`src/rtl/matrix_op_sequencer_if.sv`:
```
// Signal bundle between matrix_op_sequencer and the parts of matrix_calc_top around it.
// master drives the inputs: debounced button, DIP select and the calc engine status. slave is the sequencer.
interface matrix_op_sequencer_if #(
    parameter int OP_W  = 4,
    parameter int CNT_W = 4
) ();
    logic             button;
    logic [OP_W-1:0]  mode_sel;
    logic             calc_done;
    logic             error_in;
    logic [3:0]       state;
    logic             start_calc;
    logic [OP_W-1:0]  op_type;
    logic             error_led;
    logic [1:0]       err_code;
    logic             start_countdown;
    logic [CNT_W-1:0] countdown_val;

    modport master (
        output button, mode_sel, calc_done, error_in,
        input  state, start_calc, op_type, error_led, err_code, start_countdown, countdown_val
    );

    modport slave (
        input  button, mode_sel, calc_done, error_in,
        output state, start_calc, op_type, error_led, err_code, start_countdown, countdown_val
    );
endinterface

```
`src/rtl/matrix_op_sequencer.sv`:
```
// Matrix-calculator control FSM covering op select, calc start/complete, and error recovery with a seconds countdown.
// Defining MATRIX_CALC_WDOG_EN adds a CALC watchdog that reports err_code 3.
module matrix_op_sequencer #(
    parameter int CLK_FREQ     = 100_000_000,
    parameter int OP_W         = 4,
    parameter int NUM_OPS      = 5,
    parameter int COUNTDOWN_S  = 10,
    parameter int CALC_TIMEOUT = 1_000_000
) (
    input  logic                clk,
    input  logic                rst_n,
    matrix_op_sequencer_if.slave bus
);
    localparam int CNT_W  = $clog2(COUNTDOWN_S + 1);
    localparam int TICK_W = (CLK_FREQ > 1) ? $clog2(CLK_FREQ) : 1;
    localparam logic [TICK_W-1:0] TICK_LAST = TICK_W'(CLK_FREQ - 1);
    localparam logic [OP_W:0]     NUM_OPS_L = (OP_W + 1)'(NUM_OPS);

    typedef enum logic [3:0] {
        IDLE  = 4'd0,
        MENU  = 4'd1,
        CALC  = 4'd2,
        DONE  = 4'd3,
        ERROR = 4'd4
    } state_e;

    state_e            state_q, state_d;
    logic              button_q, button_d;
    logic              btn_rise_q, btn_rise_d;
    logic              start_calc_q, start_calc_d;
    logic              start_cd_q, start_cd_d;
    logic              error_led_q, error_led_d;
    logic [OP_W-1:0]   op_type_q, op_type_d;
    logic [1:0]        err_code_q, err_code_d;
    logic [CNT_W-1:0]  countdown_q, countdown_d;
    logic [TICK_W-1:0] tick_q, tick_d;
    logic              op_valid;

`ifdef MATRIX_CALC_WDOG_EN
    localparam int WD_W = (CALC_TIMEOUT > 1) ? $clog2(CALC_TIMEOUT) : 1;
    localparam logic [WD_W-1:0] WD_LAST = WD_W'(CALC_TIMEOUT - 1);
    logic [WD_W-1:0] wdog_q, wdog_d;
`endif

    assign op_valid = {1'b0, bus.mode_sel} < NUM_OPS_L;

    always_comb begin
        state_d      = state_q;
        button_d     = bus.button;
        btn_rise_d   = bus.button & ~button_q;
        start_calc_d = 1'b0;
        start_cd_d   = 1'b0;
        op_type_d    = op_type_q;
        err_code_d   = err_code_q;
        countdown_d  = countdown_q;
        tick_d       = '0;
`ifdef MATRIX_CALC_WDOG_EN
        wdog_d       = '0;
`endif
        case (state_q)
            IDLE: if (btn_rise_q) state_d = MENU;
            MENU: begin
                if (btn_rise_q && op_valid) begin
                    state_d      = CALC;
                    op_type_d    = bus.mode_sel;
                    start_calc_d = 1'b1;
                    err_code_d   = 2'd0;
                end else if (btn_rise_q) begin
                    state_d    = ERROR;
                    err_code_d = 2'd1;
                end
            end
            CALC: begin
                // error_in outranks calc_done, and calc_done outranks the watchdog
                if (bus.error_in) begin
                    state_d    = ERROR;
                    err_code_d = 2'd2;
                end else if (bus.calc_done) begin
                    state_d = DONE;
                end
`ifdef MATRIX_CALC_WDOG_EN
                else if (wdog_q == WD_LAST) begin
                    state_d    = ERROR;
                    err_code_d = 2'd3;
                end else begin
                    wdog_d = wdog_q + WD_W'(1);
                end
`endif
            end
            DONE: if (btn_rise_q) state_d = MENU;
            ERROR: begin
                if (tick_q == TICK_LAST) begin
                    if (countdown_q != '0) countdown_d = countdown_q - CNT_W'(1);
                    if (countdown_q <= CNT_W'(1)) state_d = MENU;
                end else begin
                    tick_d = tick_q + TICK_W'(1);
                end
            end
            default: state_d = IDLE;
        endcase

        // Each entry into ERROR reloads the countdown. tick_d already defaults to 0 here.
        if (state_d == ERROR && state_q != ERROR) begin
            start_cd_d  = 1'b1;
            countdown_d = CNT_W'(COUNTDOWN_S);
        end
        error_led_d = (state_d == ERROR);
    end

    always_ff @(posedge clk or negedge rst_n) begin
        if (!rst_n) begin
            state_q      <= IDLE;
            button_q     <= 1'b0;
            btn_rise_q   <= 1'b0;
            start_calc_q <= 1'b0;
            start_cd_q   <= 1'b0;
            error_led_q  <= 1'b0;
            op_type_q    <= '0;
            err_code_q   <= 2'd0;
            countdown_q  <= '0;
            tick_q       <= '0;
`ifdef MATRIX_CALC_WDOG_EN
            wdog_q       <= '0;
`endif
        end else begin
            state_q      <= state_d;
            button_q     <= button_d;
            btn_rise_q   <= btn_rise_d;
            start_calc_q <= start_calc_d;
            start_cd_q   <= start_cd_d;
            error_led_q  <= error_led_d;
            op_type_q    <= op_type_d;
            err_code_q   <= err_code_d;
            countdown_q  <= countdown_d;
            tick_q       <= tick_d;
`ifdef MATRIX_CALC_WDOG_EN
            wdog_q       <= wdog_d;
`endif
        end
    end

    assign bus.state           = state_q;
    assign bus.start_calc      = start_calc_q;
    assign bus.op_type         = op_type_q;
    assign bus.error_led       = error_led_q;
    assign bus.err_code        = err_code_q;
    assign bus.start_countdown = start_cd_q;
    assign bus.countdown_val   = countdown_q;
endmodule

```
`src/flat_wrapper.sv`:
```
// flat-port wrapper written by rule: the top's interface ports become plain ports
module matrix_op_sequencer_flat 
#(
    parameter int CLK_FREQ     = 100_000_000,
    parameter int OP_W         = 4,
    parameter int NUM_OPS      = 5,
    parameter int COUNTDOWN_S  = 10,
    parameter int CALC_TIMEOUT = 1_000_000
)
  (clk, rst_n, bus_button, bus_mode_sel, bus_calc_done, bus_error_in, bus_state, bus_start_calc, bus_op_type, bus_error_led, bus_err_code, bus_start_countdown, bus_countdown_val);
  matrix_op_sequencer_if #(.OP_W(OP_W), .CNT_W(($clog2(COUNTDOWN_S + 1)))) bus_i ();
  input  logic clk;
  input  logic rst_n;
  input wire logic [$bits(bus_i.button)-1:0] bus_button;
  input wire logic [$bits(bus_i.mode_sel)-1:0] bus_mode_sel;
  input wire logic [$bits(bus_i.calc_done)-1:0] bus_calc_done;
  input wire logic [$bits(bus_i.error_in)-1:0] bus_error_in;
  output wire logic [$bits(bus_i.state)-1:0] bus_state;
  output wire logic [$bits(bus_i.start_calc)-1:0] bus_start_calc;
  output wire logic [$bits(bus_i.op_type)-1:0] bus_op_type;
  output wire logic [$bits(bus_i.error_led)-1:0] bus_error_led;
  output wire logic [$bits(bus_i.err_code)-1:0] bus_err_code;
  output wire logic [$bits(bus_i.start_countdown)-1:0] bus_start_countdown;
  output wire logic [$bits(bus_i.countdown_val)-1:0] bus_countdown_val;
  assign bus_i.button = bus_button;
  assign bus_i.mode_sel = bus_mode_sel;
  assign bus_i.calc_done = bus_calc_done;
  assign bus_i.error_in = bus_error_in;
  assign bus_state = bus_i.state;
  assign bus_start_calc = bus_i.start_calc;
  assign bus_op_type = bus_i.op_type;
  assign bus_error_led = bus_i.error_led;
  assign bus_err_code = bus_i.err_code;
  assign bus_start_countdown = bus_i.start_countdown;
  assign bus_countdown_val = bus_i.countdown_val;
  matrix_op_sequencer #(.CLK_FREQ(CLK_FREQ), .OP_W(OP_W), .NUM_OPS(NUM_OPS), .COUNTDOWN_S(COUNTDOWN_S), .CALC_TIMEOUT(CALC_TIMEOUT)) u_core (.clk(clk), .rst_n(rst_n), .bus(bus_i));
endmodule
```
`config.mk`:
```
export PLATFORM = sky130hd
export DESIGN_NAME = matrix_op_sequencer_flat
export DESIGN_NICKNAME = d
export VERILOG_FILES = /design/src/rtl/matrix_op_sequencer_if.sv /design/src/rtl/matrix_op_sequencer.sv /design/src/flat_wrapper.sv
export SDC_FILE = /design/constraint.sdc
export NUM_CORES = 1
export LEC_CHECK = 0
export ABC_CLOCK_PERIOD_IN_PS = 2400
export CORE_ASPECT_RATIO = 0.8
export CORE_MARGIN = 5
export CORE_UTILIZATION = 50
export DETAILED_ROUTE_END_ITERATION = 10
export GPL_ROUTABILITY_DRIVEN = 0
export PLACE_DENSITY_LB_ADDON = 0.12
export SETUP_SLACK_MARGIN = 0.2
export SYNTH_ARGS = -nofsm -noshare
export SYNTH_HDL_FRONTEND = slang
export SYNTH_SLANG_ARGS = --single-unit
```
`constraint.sdc`:
```
create_clock -name clk -period 2.4 [get_ports clk]
set_clock_uncertainty 0.1 [all_clocks]
set_input_delay 0.24 -clock clk [delete_from_list [all_inputs] [get_ports clk]]
set_output_delay 0.24 -clock clk [all_outputs]
set_load 0.05 [all_outputs]
```
* After elaboration in Yosys (flattened, before gate mapping)
Index checks and enable logic that the tools add are counted.
** Storage, ports and cells
- Register bits after elaboration :: 46
- Bits of input ports :: 9
- Output and inout port bits :: 17
- Logic and storage cells :: 58
** Cells by class
- Add/sub/neg operators :: 2
- $lt $le $gt $ge :: 2
- Equality and inequality tests :: 9
- Mux-type cells :: 21
- Bitwise operators :: 2
- Reductions and logical operators :: 12
** Operators by type and width (count)
- $mux W27 :: 2
- $mux W4 :: 11
- $add A27 B1 Y27 const B :: 1
- $eq A27 B27 Y1 const B :: 1
- $pmux W4 S4 :: 1
- $eq A4 B2 Y1 const B :: 2
- $eq A4 B3 Y1 const B :: 2
- $reduce_bool A2 Y1 :: 4
- $mux W2 :: 3
- $reduce_and A3 Y1 :: 2
- $eq A4 B1 Y1 const B :: 1
- $le A4 B1 Y1 const B :: 1
- $logic_not A4 Y1 :: 1
- $lt A4 B3 Y1 const B :: 1
- $ne A4 B3 Y1 const B :: 1
- $pmux W2 S2 :: 1
- $reduce_bool A4 Y1 :: 1
- $sub A4 B1 Y4 const B :: 1
- $mux W1 :: 3
- $ne A3 B1 Y1 const B :: 1
- $logic_and A1 B1 Y1 :: 2
- $ne A2 B2 Y1 const B :: 1
- $reduce_and A2 Y1 :: 1
- $reduce_or A2 Y1 :: 1
- 2 further kinds :: 2

* Depth between registers and ports, before layout
Gate-level depths: netlist (run 1).
- Depth in word-level cells :: 8
- Gate-level depth with buffers :: 8

* Worst setup path after synthesis (run 1)
No wires, ideal clock.
- Path type :: flip-flop to flip-flop
- Start point :: reg u_core.state_q[1], in the netlist u_core.bus.state[1]
- End point :: reg u_core.countdown_q[3], in the netlist u_core.bus.countdown_val[3]
- Setup time :: 0.132 ns
- Data arrival time :: 2.534 ns
- Data required time :: 2.168 ns
- Setup slack :: -0.365 ns
- Stages on the path, launching flop included :: 9
- Path buffers :: 3
- Period minus slack after synthesis :: 2.765 ns
- Cells stage by stage :: dfrtp_1 > buf_6 > or4b_4 > buf_6 > a21oi_2 > or4b_1 > buf_2 > o21ai_1 > or3b_1
** Between the ends
- Word-level cells in the longest chain between the ends :: 7
** RTL lines
- start, declared :: line matrix_op_sequencer.sv:27 : state_e state_q, state_d;
- start signal, assigned :: line matrix_op_sequencer.sv:126 : state_q <= state_d;
- $eq A4 B2 Y1 (tied with other cells) :: line matrix_op_sequencer.sv:60 : case (state_q)
- $reduce_or A2 Y1 (no source line) (tied with other cells)
- $pmux W4 S4 :: line matrix_op_sequencer.sv:60
- $eq A4 B3 Y1 :: line matrix_op_sequencer.sv:103 : if (state_d == ERROR && state_q != ERROR) begin
- $logic_and A1 B1 Y1 :: line matrix_op_sequencer.sv:103
- $reduce_bool A2 Y1 (no source line)
- $reduce_and A3 Y1 (no source line)
- end signal, assigned :: line matrix_op_sequencer.sv:134 : countdown_q <= countdown_d;
- end, declared :: line matrix_op_sequencer.sv:35 : logic [CNT_W-1:0] countdown_q, countdown_d;
Parallel ways exist; a longest one is shown, timed or not.
A chain may end at the register's enable or synchronous reset.

* Worst setup path after layout (run 1)
- Start point :: reg u_core.state_q[0], in the netlist u_core.bus.state[0]
- End point :: reg u_core.countdown_q[3], in the netlist u_core.bus.countdown_val[3]
The elaborated chain is that of the path after synthesis.

==> impl_metrics.tcl, run 1 <==
set metrics [dict create \
    worst_hold_slack_ns 0.305 \
    cts.reportedPaths.clkPinSlew_ns 0.08 \
    worst_r2r_endpoint "u_core.bus.countdown_val[3]" \
    report.power.total_uw 1570 \
    worst_reg2reg_startpoint "u_core.bus.state[0]" \
    root_buffer "sky130_fd_sc_hd__clkbuf_8" \
    leakagePower_uw 0.00114 \
    final_core_util_pct 64.4 \
    top_level_ports 26 \
    die_height_um 69.2 \
    power_density_nw_per_um2 578 \
    synth_fp_nets 230 \
    wl_um 4080 \
    min_path_type "register to register" \
    timing.critical_path.cells "or4b_4 -> a21oi_2 -> or4b_4 -> o21ai_2 -> or3b_1" \
    initial_utilization_pct 52.1 \
    crit_type "register to register" \
    core_area_um2 4200 \
    multiInputGateArea_um2 985 \
    dr.pass1.iters 5 \
    max_cap_viol_count 0 \
    register_area_um2 1150 \
    critical_path.n_buffers_inverters 0 \
    global_route.usage.total_pct 15.2 \
    largest_net_degree_at_the_start_of_global_routing 47 \
    ff2ff_path_depth 5 \
    insertion_delay_ns 0.29 \
    synthesis.area_um2 2190 \
    critical-path-max-stage-delay_ns 0.56 \
    via_count_of_the_first_global_routing_pass 1495 \
    drt_drc_violations_left 0 \
    postSynthCellCount 217 \
    worstHoldPathCells 1 \
    critical_path.endpoint_type "register" \
    num_vias 1574 \
    clock_power_share_pct 29.1 \
    setup_viol 0 \
    num_cts_buffers 5 \
    critical-path-slowest-cell "sky130_fd_sc_hd__or4b_4" \
    vias_per_cell 5.01 \
    max_slew_margin_pct 61.7 \
    overflow 0 \
    clock-sinks 46 \
    drive_gt1_share_pct 14.0 \
    critPathLaunchType "register" \
    grt_setup_unrepaired "true" \
    hold_path.startpoint "u_core.button_q" \
    detailedRoute.firstIterationViolations 110 \
    port-buffer-count 25 \
    switchingPower_uw 453 \
    placementRows 21 \
    max-vdd-ir-drop_v 0.000398 \
    ys.warnings.count 0 \
    r2r_setup_slack_ns 0.17 \
    clk_path_buf_depth 2 \
    power_frac_comb_pct 17.7 \
    final_min_period_over_clock_period_pct 92.7 \
    detailed_place_hpwl_um 2810 \
    post_synth_num_cell_types 41 \
    final_period_minus_worst_setup_slack_ns 2.23 \
    antenna-diode-count 0 \
    crit_arrival_ns 2.30 \
    nFillCells 371 \
    grt_first_pass_wirelength_um 7070 \
    p_seq_share_pct 53.2 \
    die_x_um 84.0 \
    tritoncts "built" \
    critical_path_fanout_max 2 \
    syn_to_final_growth_pct 23.6 \
    internal_power_uw 1110 \
    postSynthAreaPerCell_um2 10.1 \
    hold_path_sink "u_core.btn_rise_q" \
    grt_antenna_before_repair 0 \
    final_antenna_net_count 0 \
    achievable-frequency_mhz 449 \
    synth-seq-cells 46 \
    final-max-slew-violation-count 0 \
    design.die.area_um2 5810 \
    tightestPinTransition_ns 0.574 \
    nets 269 \
    run_status "finished, final reports clean" \
    sw_frac_of_total_pct 28.9 \
    synth_seq_area_share_pct 52.5 \
    cpLargestDelayFamily "simple AND/OR/NAND/NOR gates" \
    hold_viol_final 0 \
    mean_routed_wirelength_per_cell_um 13.0 \
    htree_levels 2 \
    worst_path_most_repeated_cell "sky130_fd_sc_hd__or4b_4" \
    crit_required_ns 2.48 \
]
==> placed cells by master (no fill, tap or decap), drive strengths merged, types with 2 or more instances in the layout <==
cell           count
o21bai             2
a21oi              4
clkdlybuf4s50     24
inv                7
or2                2
clkbuf             6
or4b               2
nand2b             3
or3                2
nor4               3
xnor2              8
nand4              7
and4               3
nor2              38
buf               15
nor4b              2
nand2             11
xor2              18
dfrtp             46
ha                 4
nor3               4
o21ai              8
mux2               3
nand3             13
and3               2
clkinv             2
a211o              2
nor2b              4
==> power by group through the flow <==
stage	clock network (uW)	registers [uW]	logic (uW)
finish	456	832	277
global route	504	838	296
CTS	473	832	281
detailed placement	0	848	277
global placement	0	846	277
floorplan	0	953	58.9
==> how the worst max path moves through the flow <==
stage	from	end	slack, ns	cells past startpoint
floorplan	u_core.bus.state[1]	u_core.bus.countdown_val[3]	-0.21	8
global placement	u_core.bus.state[3]	u_core.bus.countdown_val[3]	0.15	5
detailed placement	u_core.bus.state[3]	u_core.bus.countdown_val[3]	0.11	5
CTS	u_core.bus.state[1]	u_core.bus.countdown_val[3]	0.17	5
global route	u_core.bus.state[0]	u_core.bus.countdown_val[3]	0.1	5
finish	u_core.bus.state[0]	u_core.bus.countdown_val[3]	0.17	5
==> cell usage after synthesis, drive strengths merged <==
library cell	n	area share, %
or3b	1	0.40
a21o	1	0.34
inv	7	1.2
or2	2	0.57
or4b	2	1.1
mux2	3	1.5
nand3	13	3.0
or3	2	0.57
nor3	4	0.91
nand2b	3	0.86
nand3b	1	0.34
nor2	38	6.5
a21oi	4	1.1
a22oi	1	0.34
nand2	11	1.9
nand4	7	2.0
clkbuf	5	0.86
xor2	18	7.2
and4	3	1.2
and2	1	0.29
nor4	3	0.86
mux2i	1	0.46
a31oi	1	0.29
xnor2	8	3.2
nor3b	1	0.34
buf	3	1.3
a211o	2	0.80
o22ai	1	0.29
dfrtp	46	53
o21bai	2	0.69
conb	1	0.17
and3	2	0.57
nor2b	4	1.1
ha	4	2.3
o21ai	8	1.8
o31ai	1	0.34
nor4b	2	0.80
==> layer usage <==
| layer | global-route usage [%] | up-vias | share of wire (%) |
|---|---|---|---|
| met3 | 4.04 | 4 | 4.6 |
| met5 | 0 | - | 0 |
| li1 | - | 811 | - |
| met4 | 5.89 | 0 | 1.4 |
| met2 | 20.2 | 32 | 40 |
| met1 | 23.4 | 727 | 54 |
==> timing repair <==
| item | in CTS | in global routing |
|---|---|---|
| endpoints found under the hold margin | 46 | 0 |
| setup buffers | 2 | 0 |
| gates resized for setup | 1 | 4 |
| pin swaps | 1 | 2 |
| endpoints found under the setup margin | 3 | 3 |
| hold buffers | 1 | 0 |
==> state kept, by name, indices dropped and copies added, names as in the netlist <==
| register | flops |
|---|---|
| u_core.bus.countdown_val | 4 |
| u_core.bus.error_led | 1 |
| u_core.button_q | 1 |
| u_core.bus.start_countdown | 1 |
| u_core.bus.err_code | 2 |
| u_core.tick_q | 27 |
| u_core.bus.start_calc | 1 |
| u_core.bus.op_type | 4 |
| u_core.bus.state | 4 |
| u_core.btn_rise_q | 1 |
==> stage by stage <==
step / setup TNS (ns) / area (um^2) / setup WS [ns] / instances
floorplan: -0.285 / 2200 / -0.209 / 217
global placement: 0 / 2580 / 0.148 / 303
detailed placement: 0 / 2580 / 0.112 / 303
CTS: 0 / 2700 / 0.170 / 314
global route: 0 / 2710 / 0.0980 / 314
finish: 0 / 2710 / 0.174 / 314
==> cells by family after synthesis <==
logic type,synth area share [%]
and+or+nand+nor,23.3
muxes,2.00
AOI/OAI and AO/OA,6.00
xor gates and xnor gates,10.4
buffers and inverters,3.31
other,0.171
DFF,52.5
adders and majority gates,2.28
==> final cells by class <==
| cell class | count | area share (%) |
|---|---|---|
| flip-flops and latches | 46 | 42.6 |
| clock buffers | 6 | 2.68 |
| repair buffers | 40 | 14.2 |
| clock inverters | 2 | 0.508 |
| multi-input cells | 156 | 36.4 |
| inverters | 7 | 0.970 |
| well taps | 57 | 2.63 |
Note: power is estimated with default switching activity, not from simulation.
==> run 2: changes to the inputs <==
ABC_CLOCK_PERIOD_IN_PS = 2900   (was 2400)
CORE_UTILIZATION = 59   (was 50)
clock period = 2.9 ns   (was 2.4 ns; I/O delays follow)
==> run 2 against run 1 <==
Compared with the run above:
- worst setup slack better by 0.16 ns
- clock power is 3% higher
- wire length is 9.4% higher
- first-iteration DRC count is 55% higher
- sequential share of layout area is 1.9 points higher
- critical path depth is 1 higher
- utilization is 9.7 points higher
- non-clock buffer count is 10 lower
- global-route usage is 4.5 points higher
- register-to-register slack better by 0.16 ns
- flip-flop and latch count stayed put
- total power is 12% lower
- critical endpoint unchanged
- largest power group unchanged
==> impl_metrics.tcl, run 2 (synthesis gave the netlist of run 1 again) <==
set metrics [dict create \
    run_status "finished, final reports clean" \
    drt_drc_violations_left 0 \
    global_route.usage.total_pct 19.7 \
    largest_register_ff_count 27 \
    placed_instance_area_um2 2480 \
    critical_path_fanout_max 8 \
    nets 259 \
    critical-path-max-stage-delay_ns 0.67 \
    mean_routed_wirelength_per_cell_um 15.4 \
    r2r_setup_slack_ns 0.33 \
    wl_um 4460 \
    cts-hold-fix-buffers 0 \
    max-vdd-ir-drop_v 0.000452 \
    critical_path.endpoint_type "register" \
    nFillCells 245 \
    achievable-frequency_mhz 390 \
    detailedRoute.firstIterationViolations 170 \
    timing.critical_path.cells "ha_1 -> nand3_1 -> or2_2 -> or4b_1 -> o21ai_1 -> or3b_1" \
    grt_first_pass_wirelength_um 7970 \
    worst_r2r_endpoint "u_core.bus.countdown_val[3]" \
    dp_cells 281 \
    critPathLaunchType "register" \
    die_x_um 78.1 \
    crit_required_ns 2.98 \
    final_period_minus_worst_setup_slack_ns 2.57 \
    timing.setup.tns_ns 0 \
    detailed_place_hpwl_um 3170 \
    syn_to_final_growth_pct 18.2 \
    htree_levels 2 \
    registers.top_by_ff_count "u_core.tick_q" \
    design.die.area_um2 5040 \
    max_cap_viol_count 0 \
    num_cts_buffers 5 \
    vias_per_cell 5.68 \
    placementRows 19 \
    ff2ff_path_depth 6 \
    final_cell_mix "45 x sky130_fd_sc_hd__dfrtp_1, 38 x sky130_fd_sc_hd__nor2_1, 24 x sky130_fd_sc_hd__clkdlybuf4s50_1, 18 x sky130_fd_sc_hd__xor2_1, 13 x sky130_fd_sc_hd__nand3_1" \
    max_slew_margin_pct 33.1 \
    antenna-diode-count 0 \
    crit_arrival_ns 2.65 \
    worst_reg2reg_startpoint "u_core.tick_q[0]" \
    initial_utilization_pct 62.7 \
    num_vias 1642 \
    leakagePower_uw 0.00110 \
    tritoncts "built" \
    die_height_um 64.5 \
    drive_gt1_share_pct 8.91 \
    final-max-slew-violation-count 0 \
    largest_net_degree_at_the_start_of_global_routing 47 \
    final_cells 289 \
    crit_type "register to register" \
    grt_antenna_before_repair 0 \
    dr.pass1.iters 4 \
    critical_path.n_buffers_inverters 0 \
    critical-path-slowest-cell "sky130_fd_sc_hd__or4b_1" \
    insertion_delay_ns 0.30 \
    cts.reportedPaths.clkPinSlew_ns 0.09 \
    via_count_of_the_first_global_routing_pass 1675 \
    setup_viol 0 \
    grt_setup_unrepaired "false" \
    hold_viol_final 0 \
    post-cts-setup-buffer-count 0 \
    core_area_um2 3490 \
    overflow 0 \
    final_antenna_net_count 0 \
    mostFrequentLayoutCell "sky130_fd_sc_hd__dfrtp_1" \
    min_path_type "input pin to async pin" \
    final_area_um2 2590 \
    clk_path_buf_depth 2 \
    top_level_ports 26 \
    final_core_util_pct 74.1 \
    final_min_period_over_clock_period_pct 88.5 \
    power_density_nw_per_um2 532 \
    clock-sinks 46 \
    post_cts.resized_instances 0 \
    root_buffer "sky130_fd_sc_hd__clkbuf_8" \
    port-buffer-count 25 \
    cpLargestDelayFamily "simple AND/OR/NAND/NOR gates" \
    tightestPinTransition_ns 1.00 \
]
## run 2: area by class of cell
cell class                 count  area [um^2]  area share [%]
sequential                    46         1150            44.5
multi-input combinational    156          967            37.3
timing repair buffer          30          283            10.9
clock buffer                   5         68.8            2.66
tap                           42         52.6            2.03
clock inverter                 3         40.0            1.55
inverter                       7         26.3            1.01
## run 2: worst max-delay path by stage
stage / startpoint / to / slack [ns] / cells past startpoint
finish: u_core.tick_q[0] / u_core.bus.countdown_val[3] / 0.33 / 6
global route: u_core.tick_q[0] / u_core.bus.countdown_val[3] / 0.22 / 6
CTS: u_core.tick_q[0] / u_core.bus.countdown_val[3] / 0.34 / 6
detailed placement: u_core.tick_q[0] / u_core.bus.countdown_val[3] / 0.34 / 6
global placement: u_core.tick_q[0] / u_core.bus.countdown_val[3] / 0.44 / 6
floorplan: u_core.bus.state[1] / u_core.bus.countdown_val[3] / 0.23 / 8
## run 2: power breakdown
group | switching, uW | total (uW) | leakage (uW) | internal [uW]
combinational | 145 | 221 | 0.000427 | 76.3
sequential | 22.5 | 690 | 0.000613 | 667
clock | 214 | 468 | 0.0000579 | 254
## run 2: layer usage
metal  up-vias  part of all wire [%]  track usage, %  routed length [um]
li1        791                     -               -                   -
met1       808                    45            26.1                1990
met2        37                    49            32.0                2180
met3         6                   5.4            5.54                 241
met4         0                  0.94            5.06                  42
met5         -                     0               0                   0
## run 2: metrics by stage
| stage | power, uW | setup WS [ns] | hold WS (ns) |
|---|---|---|---|
| after floorplan | 836 | 0.232 | -0.106 |
| after global placement | 919 | 0.438 | 0.284 |
| after detailed placement | 926 | 0.338 | 0.303 |
| after CTS | 1390 | 0.342 | 0.0866 |
| after global routing | 1450 | 0.218 | 0.135 |
| final | 1380 | 0.334 | 0.0479 |
==> run 3: changes to the inputs <==
--- a/config.mk
+++ b/config.mk
@@ -10,4 +10,5 @@
 export CORE_MARGIN = 5
 export CORE_UTILIZATION = 59
+export CTS_CLUSTER_SIZE = 12
 export DETAILED_ROUTE_END_ITERATION = 10
 export GPL_ROUTABILITY_DRIVEN = 0
==> constraint.sdc (replaced) <==
create_clock -name clk -period 2.9 [get_ports clk]
set_clock_uncertainty 0.1 [all_clocks]
set_input_delay 0.29 -clock clk [delete_from_list [all_inputs] [get_ports clk]]
set_output_delay 0.29 -clock clk [all_outputs]
set_load 0.01 [all_outputs]
==> run 3 against run 2 <==
Compared with the run above:
- via count increased by 0.24%
- global-route usage fell by 0.52 points
- worst setup slack improved by 0.089 ns
- critical endpoint unchanged
- largest cell class unchanged
==> impl_metrics.tcl, run 3 (synthesis gave the netlist of run 1 again) <==
set metrics [dict create \
    insertion_delay_ns 0.31 \
    overflow 0 \
    timing.setup.tns_ns 0 \
    hold_viol_final 0 \
    num_cts_buffers 5 \
    final_antenna_net_count 0 \
    nets 259 \
    registers.top_by_ff_count "u_core.tick_q" \
    drive_gt1_share_pct 8.91 \
    routed_length_on_met3_um 229 \
    grt_setup_unrepaired "false" \
    critical_path_fanout_max 11 \
    max_cap_viol_count 0 \
    tritoncts "built" \
    max_slew_margin_pct 33.4 \
    die_height_um 64.5 \
    antenna-diode-count 0 \
    critical-path-slowest-cell "sky130_fd_sc_hd__or4b_4" \
    syn_to_final_growth_pct 17.5 \
    crit_type "register to register" \
    dr.pass1.iters 6 \
    root_buffer "sky130_fd_sc_hd__clkbuf_8" \
    largest_net_degree_at_the_start_of_global_routing 47 \
    cts-hold-fix-buffers 0 \
    crit_arrival_ns 2.56 \
    critPathLaunchType "register" \
    final-max-slew-violation-count 0 \
    crit_required_ns 2.99 \
    final_min_period_over_clock_period_pct 85.4 \
    highest_routed_metal_layer "met4" \
    timing.critical_path.cells "or4b_4 -> a21oi_2 -> or4b_4 -> o21ai_1 -> or3b_1" \
    detailedRoute.firstIterationViolations 93 \
    met1_length_um 1920 \
    core_area_um2 3490 \
    grt_first_pass_wirelength_um 7670 \
    htree_levels 2 \
    power_density_nw_per_um2 478 \
    grt_antenna_before_repair 0 \
    final_cell_mix "46 x sky130_fd_sc_hd__dfrtp_1, 38 x sky130_fd_sc_hd__nor2_1, 24 x sky130_fd_sc_hd__clkdlybuf4s50_1, 18 x sky130_fd_sc_hd__xor2_1, 13 x sky130_fd_sc_hd__nand3_1" \
    vias_per_cell 5.70 \
    detailed_place_hpwl_um 3100 \
    max-vdd-ir-drop_v 0.000392 \
    critical_path.endpoint_type "register" \
    clock-sinks 46 \
    final_area_um2 2570 \
    global_route.usage.total_pct 19.2 \
    drt_drc_violations_left 0 \
    top_level_ports 26 \
    worst_path_most_repeated_cell "sky130_fd_sc_hd__or4b_4" \
    largest_register_ff_count 27 \
    placementRows 19 \
    clk_path_buf_depth 2 \
    via_count_of_the_first_global_routing_pass 1674 \
    num_vias 1646 \
    final_period_minus_worst_setup_slack_ns 2.48 \
    dp_cells 281 \
    tightestPinTransition_ns 0.999 \
    wl_um 4350 \
    placed_instance_area_um2 2480 \
    initial_utilization_pct 62.7 \
    mean_routed_wirelength_per_cell_um 15.0 \
    run_status "finished, final reports clean" \
    achievable-frequency_mhz 404 \
    cts.reportedPaths.clkPinSlew_ns 0.08 \
    final_core_util_pct 73.6 \
    die_x_um 78.1 \
    setup_viol 0 \
    design.die.area_um2 5040 \
    leakagePower_uw 0.00109 \
    min_path_type "input pin to async pin" \
    port-buffer-count 25 \
    critical-path-max-stage-delay_ns 0.63 \
    final_cells 289 \
    mostFrequentLayoutCell "sky130_fd_sc_hd__dfrtp_1" \
    met2RoutedLength_um 2120 \
]
## run 3: changes by cell type in the layout (fill, tap and decap cells not counted), sizes merged
cell / before / now
clkinvlp: 0 / 1
bufinv: 1 / 0
## run 3: critical path, delay by kind of cell (launching register included)
kind            cells  cell delay, ns
flops               1            0.50
simple gates        3            1.50
compound gates      2            0.25
## run 3: layout make-up
cell class | count | area, um^2
flip-flops and latches | 46 | 1150
multi-input cells | 156 | 971
fillers | 261 | 921
repair buffers | 30 | 283
clock buffers | 5 | 68.8
well taps | 42 | 52.6
inverters | 7 | 26.3
clock inverters | 3 | 21.3
## run 3: through the flow
stage | hold WS (ns) | total power (uW) | worst slack, ns
global placement | 0.284 | 841 | 0.405
CTS | 0.0635 | 1250 | 0.325
detailed placement | 0.304 | 853 | 0.330
floorplan | -0.106 | 760 | 0.366
global route | 0.120 | 1290 | 0.325
finish | 0.0451 | 1230 | 0.423
## run 3: report_power, final
part,total (uW),internal [uW],switching (uW),leakage (uW)
clock,392,169,223,0.0000441
combinational,146,76.7,69.5,0.000428
sequential,692,667,24.2,0.000614
## run 3: path summary, 6_finish.rpt
kind	endpoint	cells after the start	slack, ns	startpoint
setup / recovery	u_core.bus.countdown_val[3]	5	0.42	u_core.bus.state[1]
hold / removal	u_core.bus.err_code[1]	1	0.05	rst_n
min in group clk	u_core.btn_rise_q	1	0.31	u_core.button_q
setup reg to reg	u_core.bus.countdown_val[3]	5	0.42	u_core.bus.state[1]
max in group asynchronous	u_core.bus.error_led	1	2.04	rst_n
hold reg to reg	u_core.btn_rise_q	1	0.31	u_core.button_q
## run 3: what timing repair did
item	CTS	global route
gates resized for setup	0	1
setup buffers	0	0
setup endpoints to repair	0	1
## run 3: per-layer routing
metal  GRT usage (%)  vias to the layer above
li1                -                      789
met1            24.1                      819
met2            31.4                       31
met3            4.99                        7
met4            8.23                        0
met5               0                        -
